<file path="config.mk">
export PLATFORM = sky130hd
export DESIGN_NAME = arp_rx
export DESIGN_NICKNAME = d
export VERILOG_FILES = /design/src/rtl/arp_rx.sv
export SDC_FILE = /design/constraint.sdc
export NUM_CORES = 1
export LEC_CHECK = 0
export ABC_CLOCK_PERIOD_IN_PS = 4900
export BUFFER_PORTS_ARGS = -buffer_cell sky130_fd_sc_hd__buf_2
export CAP_MARGIN = 40
export CORE_UTILIZATION = 35
export DETAILED_ROUTE_END_ITERATION = 10
export GPL_ROUTABILITY_DRIVEN = 0
export PLACE_DENSITY = 0.49
export SLEW_MARGIN = 20
export SYNTH_ARGS = -nofsm -noshare
export SYNTH_HDL_FRONTEND = slang
export SYNTH_SLANG_ARGS = --single-unit
</file>
<file path="constraint.sdc">
create_clock -name clock -period 4.9 [get_ports clock]
set_clock_uncertainty 0.2 [all_clocks]
set_input_delay 1.47 -clock clock [delete_from_list [all_inputs] [get_ports clock]]
set_output_delay 1.47 -clock clock [all_outputs]
set_load 0.02 [all_outputs]
</file>
<file path="src/rtl/arp_rx.sv">
// arp_rx: GMII receive-side ARP frame parser.
//   Strips the preamble/SFD, runs a CRC32 over dest..FCS, captures the ARP
//   fields by byte index and, one clock after the frame-evaluation cycle,
//   pulses arp_valid for accepted ARP request/reply packets.
// Ports:
//   clock      GMII RX clock (125 MHz)
//   reset_n    synchronous active-low reset
//   rx_dv      GMII receive data valid
//   rx_er      GMII receive error
//   rx_data    GMII receive byte
//   arp_valid  1-cycle pulse per accepted ARP packet
//   arp_op     ARP opcode, held until next pulse
//   arp_sha    sender hardware address, held until next pulse
//   arp_spa    sender protocol address, held until next pulse
//   arp_bcast  frame destination was the broadcast MAC
//   good_cnt   accepted ARP packets (saturating)
//   err_cnt    frames rejected for FCS/length/rx_er/SFD error (saturating)
module arp_rx #(
  parameter logic [47:0] MY_MAC  = 48'h00301ba0a48e,
  parameter logic [31:0] MY_IP   = 32'h0a00150a,
  parameter int          MAX_LEN = 1518
) (
  input  logic        clock,
  input  logic        reset_n,
  input  logic        rx_dv,
  input  logic        rx_er,
  input  logic [7:0]  rx_data,
  output logic        arp_valid,
  output logic [15:0] arp_op,
  output logic [47:0] arp_sha,
  output logic [31:0] arp_spa,
  output logic        arp_bcast,
  output logic [15:0] good_cnt,
  output logic [15:0] err_cnt
);

  localparam int              IDX_W   = $clog2(MAX_LEN + 2);
  localparam logic [IDX_W-1:0] IDX_MAX = IDX_W'(MAX_LEN);
  localparam logic [IDX_W-1:0] IDX_SAT = IDX_W'(MAX_LEN + 1);
  localparam logic [IDX_W-1:0] IDX_MIN = IDX_W'(64);
  localparam logic [31:0]     POLY    = 32'hEDB88320;
  localparam logic [31:0]     RESIDUE = 32'hDEBB20E3;

  typedef enum logic [2:0] {IDLE, PRE, DATA, DROP, CHECK} state_t;

  state_t            state_q, state_d;
  logic [IDX_W-1:0]  idx_q;
  logic [31:0]       crc_q;

  logic [47:0] dest_q, sha_q;
  logic [15:0] etype_q, htype_q, ptype_q, oper_q;
  logic [7:0]  hlen_q, plen_q;
  logic [31:0] spa_q, tpa_q;

  logic       crc_clr, byte_en, start_err, data_err, frame_bad, vld_p0;
  logic       is_pre, is_sfd, fcs_ok, dest_ok, hdr_ok, bcast;
  logic [1:0] err_add;

  function automatic logic [31:0] crc_byte(input logic [31:0] c, input logic [7:0] d);
    logic [31:0] r;
    r = c;
    for (int i = 0; i < 8; i++)
      r = (r[0] ^ d[i]) ? ((r >> 1) ^ POLY) : (r >> 1);
    return r;
  endfunction

  function automatic logic [15:0] sat_add(input logic [15:0] a, input logic [1:0] inc);
    logic [16:0] s;
    s = {1'b0, a} + {15'b0, inc};
    return s[16] ? 16'hFFFF : s[15:0];
  endfunction

  function automatic logic in_rng(input logic [IDX_W-1:0] i, input int lo, input int hi);
    return (int'(i) >= lo) && (int'(i) <= hi);
  endfunction

  assign is_pre = (rx_data == 8'h55);
  assign is_sfd = (rx_data == 8'hD5);

  // FSM state register
  always_ff @(posedge clock) begin
    if (!reset_n) state_q <= IDLE;
    else          state_q <= state_d;
  end

  // FSM next state; CHECK lasts one cycle and reacts to rx_dv like IDLE
  always_comb begin
    state_d = state_q;
    case (state_q)
      IDLE, CHECK: begin
        if (!rx_dv)      state_d = IDLE;
        else if (is_pre) state_d = PRE;
        else if (is_sfd) state_d = DATA;
        else             state_d = DROP;
      end
      PRE: begin
        if (!rx_dv)              state_d = IDLE;
        else if (rx_er)          state_d = DROP;
        else if (is_pre)         state_d = PRE;
        else if (is_sfd)         state_d = DATA;
        else                     state_d = DROP;
      end
      DATA: begin
        if (!rx_dv)                        state_d = CHECK;
        else if (rx_er || idx_q == IDX_MAX) state_d = DROP;
      end
      DROP:    if (!rx_dv) state_d = IDLE;
      default: state_d = IDLE;
    endcase
  end

  // FSM outputs: datapath strobes and frame verdict
  always_comb begin
    crc_clr   = (state_q == IDLE) || (state_q == CHECK);
    byte_en   = (state_q == DATA) && rx_dv;
    start_err = (crc_clr && rx_dv && !is_pre && !is_sfd) ||
                ((state_q == PRE) && rx_dv && (rx_er || (!is_pre && !is_sfd)));
    data_err  = byte_en && (rx_er || idx_q == IDX_MAX);
    fcs_ok    = (crc_q == RESIDUE) && (idx_q >= IDX_MIN);
    bcast     = (dest_q == 48'hFFFF_FFFF_FFFF);
    dest_ok   = bcast || (dest_q == MY_MAC);
    hdr_ok    = (etype_q == 16'h0806) && (htype_q == 16'h0001) &&
                (ptype_q == 16'h0800) && (hlen_q == 8'h06) && (plen_q == 8'h04) &&
                ((oper_q == 16'd1) || (oper_q == 16'd2)) && (tpa_q == MY_IP);
    frame_bad = (state_q == CHECK) && !fcs_ok;
    vld_p0    = (state_q == CHECK) && fcs_ok && dest_ok && hdr_ok;
    err_add   = {1'b0, start_err} + {1'b0, data_err} + {1'b0, frame_bad};
  end

  // Stage p0: byte index and CRC accumulation
  always_ff @(posedge clock) begin
    if (!reset_n) begin
      idx_q <= '0;
      crc_q <= 32'hFFFF_FFFF;
    end else if (crc_clr) begin
      idx_q <= '0;
      crc_q <= 32'hFFFF_FFFF;
    end else if (byte_en) begin
      crc_q <= crc_byte(crc_q, rx_data);
      if (idx_q != IDX_SAT) idx_q <= idx_q + 1'b1;
    end
  end

  // Stage p0: field capture, big-endian shift-in by byte index
  always_ff @(posedge clock) begin
    if (!reset_n) begin
      dest_q  <= '0;
      etype_q <= '0;
      htype_q <= '0;
      ptype_q <= '0;
      hlen_q  <= '0;
      plen_q  <= '0;
      oper_q  <= '0;
      sha_q   <= '0;
      spa_q   <= '0;
      tpa_q   <= '0;
    end else if (byte_en) begin
      if (in_rng(idx_q, 0, 5))   dest_q  <= {dest_q[39:0], rx_data};
      if (in_rng(idx_q, 12, 13)) etype_q <= {etype_q[7:0], rx_data};
      if (in_rng(idx_q, 14, 15)) htype_q <= {htype_q[7:0], rx_data};
      if (in_rng(idx_q, 16, 17)) ptype_q <= {ptype_q[7:0], rx_data};
      if (in_rng(idx_q, 18, 18)) hlen_q  <= rx_data;
      if (in_rng(idx_q, 19, 19)) plen_q  <= rx_data;
      if (in_rng(idx_q, 20, 21)) oper_q  <= {oper_q[7:0], rx_data};
      if (in_rng(idx_q, 22, 27)) sha_q   <= {sha_q[39:0], rx_data};
      if (in_rng(idx_q, 28, 31)) spa_q   <= {spa_q[23:0], rx_data};
      if (in_rng(idx_q, 38, 41)) tpa_q   <= {tpa_q[23:0], rx_data};
    end
  end

  // Stage p1: registered report and counters
  always_ff @(posedge clock) begin
    if (!reset_n) begin
      arp_valid <= 1'b0;
      arp_op    <= '0;
      arp_sha   <= '0;
      arp_spa   <= '0;
      arp_bcast <= 1'b0;
      good_cnt  <= '0;
      err_cnt   <= '0;
    end else begin
      arp_valid <= vld_p0;
      if (vld_p0) begin
        arp_op    <= oper_q;
        arp_sha   <= sha_q;
        arp_spa   <= spa_q;
        arp_bcast <= bcast;
        good_cnt  <= sat_add(good_cnt, 2'd1);
      end
      err_cnt <= sat_add(err_cnt, err_add);
    end
  end

endmodule

</file>
Word-level counts from Yosys, hierarchy flattened
Cells that the tools add are included.
{"block": "totals", "output_inout_bits": 130, "wordCells": 154, "in_bits": 12, "regBits": 416}
{"block": "op_classes", "bitwise": 17, "reduce_logical": 52, "mux": 19, "magnitude_cmp": 20, "add_sub_neg": 5, "eq_ne": 21}
{"operator": "$mux 32", "n": 8}
{"operator": "$not 13->14", "n": 8}
{"operator": "$ge 11x5->1 const B", "n": 6}
{"operator": "$le 11x5->1 const B", "n": 6}
{"operator": "$eq 48x38->1 const B", "n": 1}
{"operator": "$eq 48x48->1 const B", "n": 1}
{"operator": "$eq 16x1->1 const B", "n": 2}
{"operator": "$eq 16x12->1 const B", "n": 2}
{"operator": "$eq 32x28->1 const B", "n": 1}
{"operator": "$eq 32x32->1 const B", "n": 1}
{"operator": "$mux 16", "n": 2}
{"operator": "$logic_and 1x1->1", "n": 28}
{"operator": "$reduce_and 2->1", "n": 12}
{"operator": "$ge 11x4->1 const B", "n": 2}
{"operator": "$le 11x4->1 const B", "n": 2}
{"operator": "$mux 3", "n": 7}
{"operator": "$add 16x1->17 const B", "n": 1}
{"operator": "$add 16x2->17", "n": 1}
{"operator": "$eq 16x2->1 const B", "n": 1}
{"operator": "$eq 8x3->1 const B", "n": 2}
{"operator": "$pmux 3 s4", "n": 1}
{"operator": "$add 11x1->11 const B", "n": 1}
{"operator": "$eq 11x11->1 const B", "n": 1}
{"operator": "$ge 11x6->1 const B", "n": 1}
{"operator": "20 further kinds", "n": 36}

Logic depth before layout (Yosys ltp)
{"block": "logic_depth", "depth_word": 16, "depth_mapped": 14, "ltp_nobuf": 13}

Least setup slack after synthesis
OpenSTA, ideal clock, no wires.
{"block": "synth_timing", "path_kind": "in2reg", "startpoint": "input rx_data[2]", "endpoint": "register err_cnt[10]", "t_arrival_ns": 4.269, "path_stages": 13, "setup_time_ns": 0.133, "slack_ns": 0.299, "path_buffers": 1, "required_ns": 4.567, "cell_sequence": "nor4bb_1 -> nand4b_1 -> a21oi_1 -> a2111oi_0 -> fa_1 -> ha_1 -> fa_1 -> nand4_1 -> nor2_1 -> and3_1 -> nand4_1 -> clkbuf_1 -> a21oi_1"}
{"block": "synth_between", "elab_chain_cells": 10}
{"item": "from (decl)", "line": "27", "text": "input logic [7:0] rx_data,"}
{"item": "$eq 8x7->1 / $eq 8x8->1 (equally long branches)", "line": "77, 78"}
{"item": "$logic_not 1->1", "line": "116, 117"}
{"item": "$logic_and 1x1->1", "line": "117", "text": "((state_q == PRE) && rx_dv && (rx_er || (!is_pre && !is_sfd)));"}
{"item": "$logic_or 1x1->1", "line": "117"}
{"item": "$logic_and 1x1->1", "line": "117"}
{"item": "$logic_or 1x1->1 (*)", "line": "116", "text": "start_err = (crc_clr && rx_dv && !is_pre && !is_sfd) ||"}
{"item": "$add 1x1->2 (*)", "line": "127", "text": "err_add = {1'b0, start_err} + {1'b0, data_err} + {1'b0, frame_bad};"}
{"item": "$add 2x1->2 (*)", "line": "127"}
{"item": "$add 16x2->17 (*)", "line": "69", "text": "s = {1'b0, a} + {15'b0, inc};"}
{"item": "$mux 16 (*)", "line": "70", "text": "return s[16] ? 16'hFFFF : s[15:0];"}
{"item": "to (signal assigned)", "line": "190", "text": "err_cnt <= sat_add(err_cnt, err_add);"}
{"item": "to (decl)", "line": "34", "text": "output logic [15:0] err_cnt"}
Every way passes the cells marked *; elsewhere a longest branch is shown, timed or not.
A chain may end at the register's enable or synchronous reset.

Worst setup path in the final report
{"block": "layout_timing", "startpoint": "input rx_data[2]", "endpoint": "register err_cnt[14]"}
The elaborated chain is that of the path after synthesis.

==> results.py <==
metrics = {
    "run_status": {
        "outcome": "complete, but fails checks",
        "violations": "design-rule violations",
    },
    "layout": {
        "n_antenna_cell": 0,
        "nNetsFinal": 2051,
        "area_growth_pct": 17.4,
        "layout_common_cells": "dfxtp_1, nand2_1, a21oi_1, buf_2, nor2_1",
        "multiInputGateArea_mm2": 0.00761,
        "seq_area_mm2": 0.00833,
        "fin_cells": 2670,
        "nFillCells": 4708,
        "drive_above_1_share": 0.136,
        "final_common_cell": "dfxtp_1",
        "final_area_mm2": 0.0195,
    },
    "die": {
        "die_area_mm2": 0.0482,
        "start_util": 0.355,
        "boundaryPins": 142,
        "die_w_um": 220,
        "fp.dieH_um": 220,
        "core_mm2": 0.0467,
        "row_count": 79,
    },
    "clock_network": {
        "numClockSinks": 416,
        "postCtsSetupBuffers": 0,
        "hold_buffers": 0,
        "cts_buffers": 46,
        "htreeDepth": 2,
        "clk_path_buf_depth": 3,
        "clk_latency_ns": 0.57,
        "cts_tree": "done",
        "cts.repair.resized": 0,
        "clk_pin_slew_ns": 0.06,
        "clockRootBuffer": "clkbuf_16",
    },
    "logic_synthesis": {
        "ys_warn_count": 0,
        "synth_top_cell_area_share": 0.502,
        "yosys.area_share.simple": 0.213,
        "synth_top_family_by_area": "simple AND/OR/NAND/NOR gates",
        "synth-seq-cells": 416,
        "synth_area_leaders": "dfxtp_1, nand2_1, a21oi_1",
        "netlist_area_mm2": 0.0166,
        "yosysUniqueCellTypes": 56,
        "synth_area_per_cell_um2": 8.54,
        "ys_async_sr_fraction": 0,
        "yosysSeqAreaShare": 0.502,
        "synth_compound_gate_area_share": 0.141,
        "synthAdderAreaFrac": 0.00770,
        "synth_edf_count": 0,
        "yosysTopAreaCell": "dfxtp_1",
        "synthesis.nets": 1962,
        "synthFlopType": "dfxtp_1",
        "synth_mux_area_frac": 0.0495,
        "syn_inst": 1941,
        "synth_xor_area_frac": 0.0465,
    },
    "critical_path": {
        "worstPathArrival_ns": 4.46,
        "reg2reg_depth": 13,
        "path_class": "in2reg",
        "crit_cells": 15,
        "start_kind": "input pin",
        "critPathMaxFanout": 2,
        "critPathTopFamily": "adder cells",
        "path_buf_inv": 3,
        "cp.required_ns": 5.19,
        "cp_slowest_stage_delay_ns": 0.53,
        "end_kind": "register",
        "cp_cell_sequence": "buf_2 > nor4bb_1 > buf_4 > nand4b_1 > a21oi_1 > a2111oi_0 > fa_1 > ha_1 > fa_1 > nand4_1 > nor2_1 > and3_1 > buf_4 > and4b_1 > nor3_1",
        "cp_slowest_cell": "fa_1",
    },
    "drt": {
        "drt-total-wl_um": 44700,
        "drc": 26,
        "initialDrtViolationCount": 1075,
        "viasPerCell": 5.16,
        "ant_nets": 0,
        "drtPass1Iterations": 8,
        "wire_per_inst_um": 16.7,
        "vias": 13779,
    },
    "power": {
        "cellPowerDensity_mw_per_mm2": 374,
        "p_leak_nw": 7.43,
        "ir_drop_mv": 0.211,
    },
    "placed_design": {
        "placed_cell_area_mm2": 0.0179,
        "place_hpwl_um": 28000,
        "dp.cells": 2587,
        "io_buffers": 141,
    },
    "min_path": {
        "min_path_cells": 2,
        "hp-class": "reg2reg",
    },
    "timing": {
        "tns_ns": 0,
        "setup_viol": 0,
        "worst_pin_slew_ns": 0.784,
        "finalMaxSlewViolations": 0,
        "hold_viol": 0,
        "rsz0062_at_grt": "false",
        "slew_headroom": 0.470,
        "min_period_ns": 4.17,
        "fmax_mhz": 240,
        "finalCritPeriodShare": 0.851,
    },
    "global_route": {
        "grt.overflow.total": 0,
        "antenna_found_initial": 0,
        "grt_pass1_vias": 12982,
        "grt_first_pass_wirelength_um": 71500,
        "grt_util_all_layers": 0.185,
        "grt_max_degree": 110,
    },
    "flow_run": {
        "drv_cap": 0,
    },
}
## cells by family (layout without fill, tap and decap cells)
kind of cell | count (synthesis) | count (layout)
AO/OA/AOI/OAI | 424 | 424
AND/OR/NAND/NOR | 755 | 755
buffers and inverters | 167 | 289
flip-flops | 416 | 416
multiplexers | 82 | 82
adder cells (fa/ha/maj) | 9 | 9
XOR/XNOR | 88 | 88
## layout make-up
type	count	area share
Sequential cell	416	0.428
Multi-Input combinational cell	1358	0.391
Clock buffer	66	0.0687
Timing Repair Buffer	191	0.0599
Tap cell	607	0.0390
Clock inverter	15	0.00971
Inverter	17	0.00366
## where the power goes
part           switching [mW]  internal [mW]  total [mW]  leakage (nW)
Sequential             0.0128           3.39        3.41          3.35
Combinational           0.254          0.112       0.366          3.32
Clock                    1.40           2.10        3.50         0.755
## sequential cells by signal (all words and copies together), names as in the netlist
name	count
arp_sha	48
plen_q	8
good_cnt	16
ptype_q	16
arp_valid	1
oper_q	16
tpa_q	32
sha_q	48
err_cnt	16
crc_q	32
spa_q	32
hlen_q	8
arp_bcast	1
arp_op	16
arp_spa	32
state_q	3
htype_q	16
etype_q	16
dest_q	48
idx_q	11
## synthesized netlist by cell type (15+ instances only)
cell type and instances:
dfxtp_1 416, nand2_1 377, a21oi_1 267, clkbuf_1 127, nor2_1 116, nand3_1 98, o21ai_0 91, mux2i_1 82
xnor2_1 56, nand4_1 32, o211ai_1 32, xor2_1 32, and3_1 25, nor4_1 25, inv_1 16, buf_2 15
## path summary, 6_finish.rpt
path                                    end  slack (ns)  startpoint
worst max-delay path            err_cnt[14]        0.73  rx_data[2]
worst min-delay path              tpa_q[27]        0.26   tpa_q[27]
worst max register to register  err_cnt[14]        0.98   crc_q[22]
worst min register to register    tpa_q[27]        0.26   tpa_q[27]
## routing by layer
| layer | vias to the layer above | wire length [µm] | GRT usage |
|---|---|---|---|
| met1 | 6598 | 21700 | 0.258 |
| met5 | - | 0 | 0 |
| li1 | 6872 | - | - |
| met2 | 257 | 20400 | 0.295 |
| met3 | 52 | 1840 | 0.0309 |
| met4 | 0 | 762 | 0.0444 |
## per-stage QoR
step	total power [mW]	setup slack, ns	util	hold slack, ns
final	7.27	0.729	0.417	0.255
after global routing	7.55	0.504	0.417	0.273
after CTS	7.37	0.713	0.416	0.257
after detailed placement	3.84	0.0832	0.384	0.249
after global placement	3.84	0.132	0.383	0.239
after floorplan	3.73	0.299	-	0.227
## worst reg2reg max path, delay by kind of cell (launching register included)
family                     cells  cell delay (ns)
adders and majority gates      3             1.09
buffers and inverters          1             0.13
DFF                            1             0.32
and+or+nand+nor                9             2.13
(Power assumes the default switching activity.)
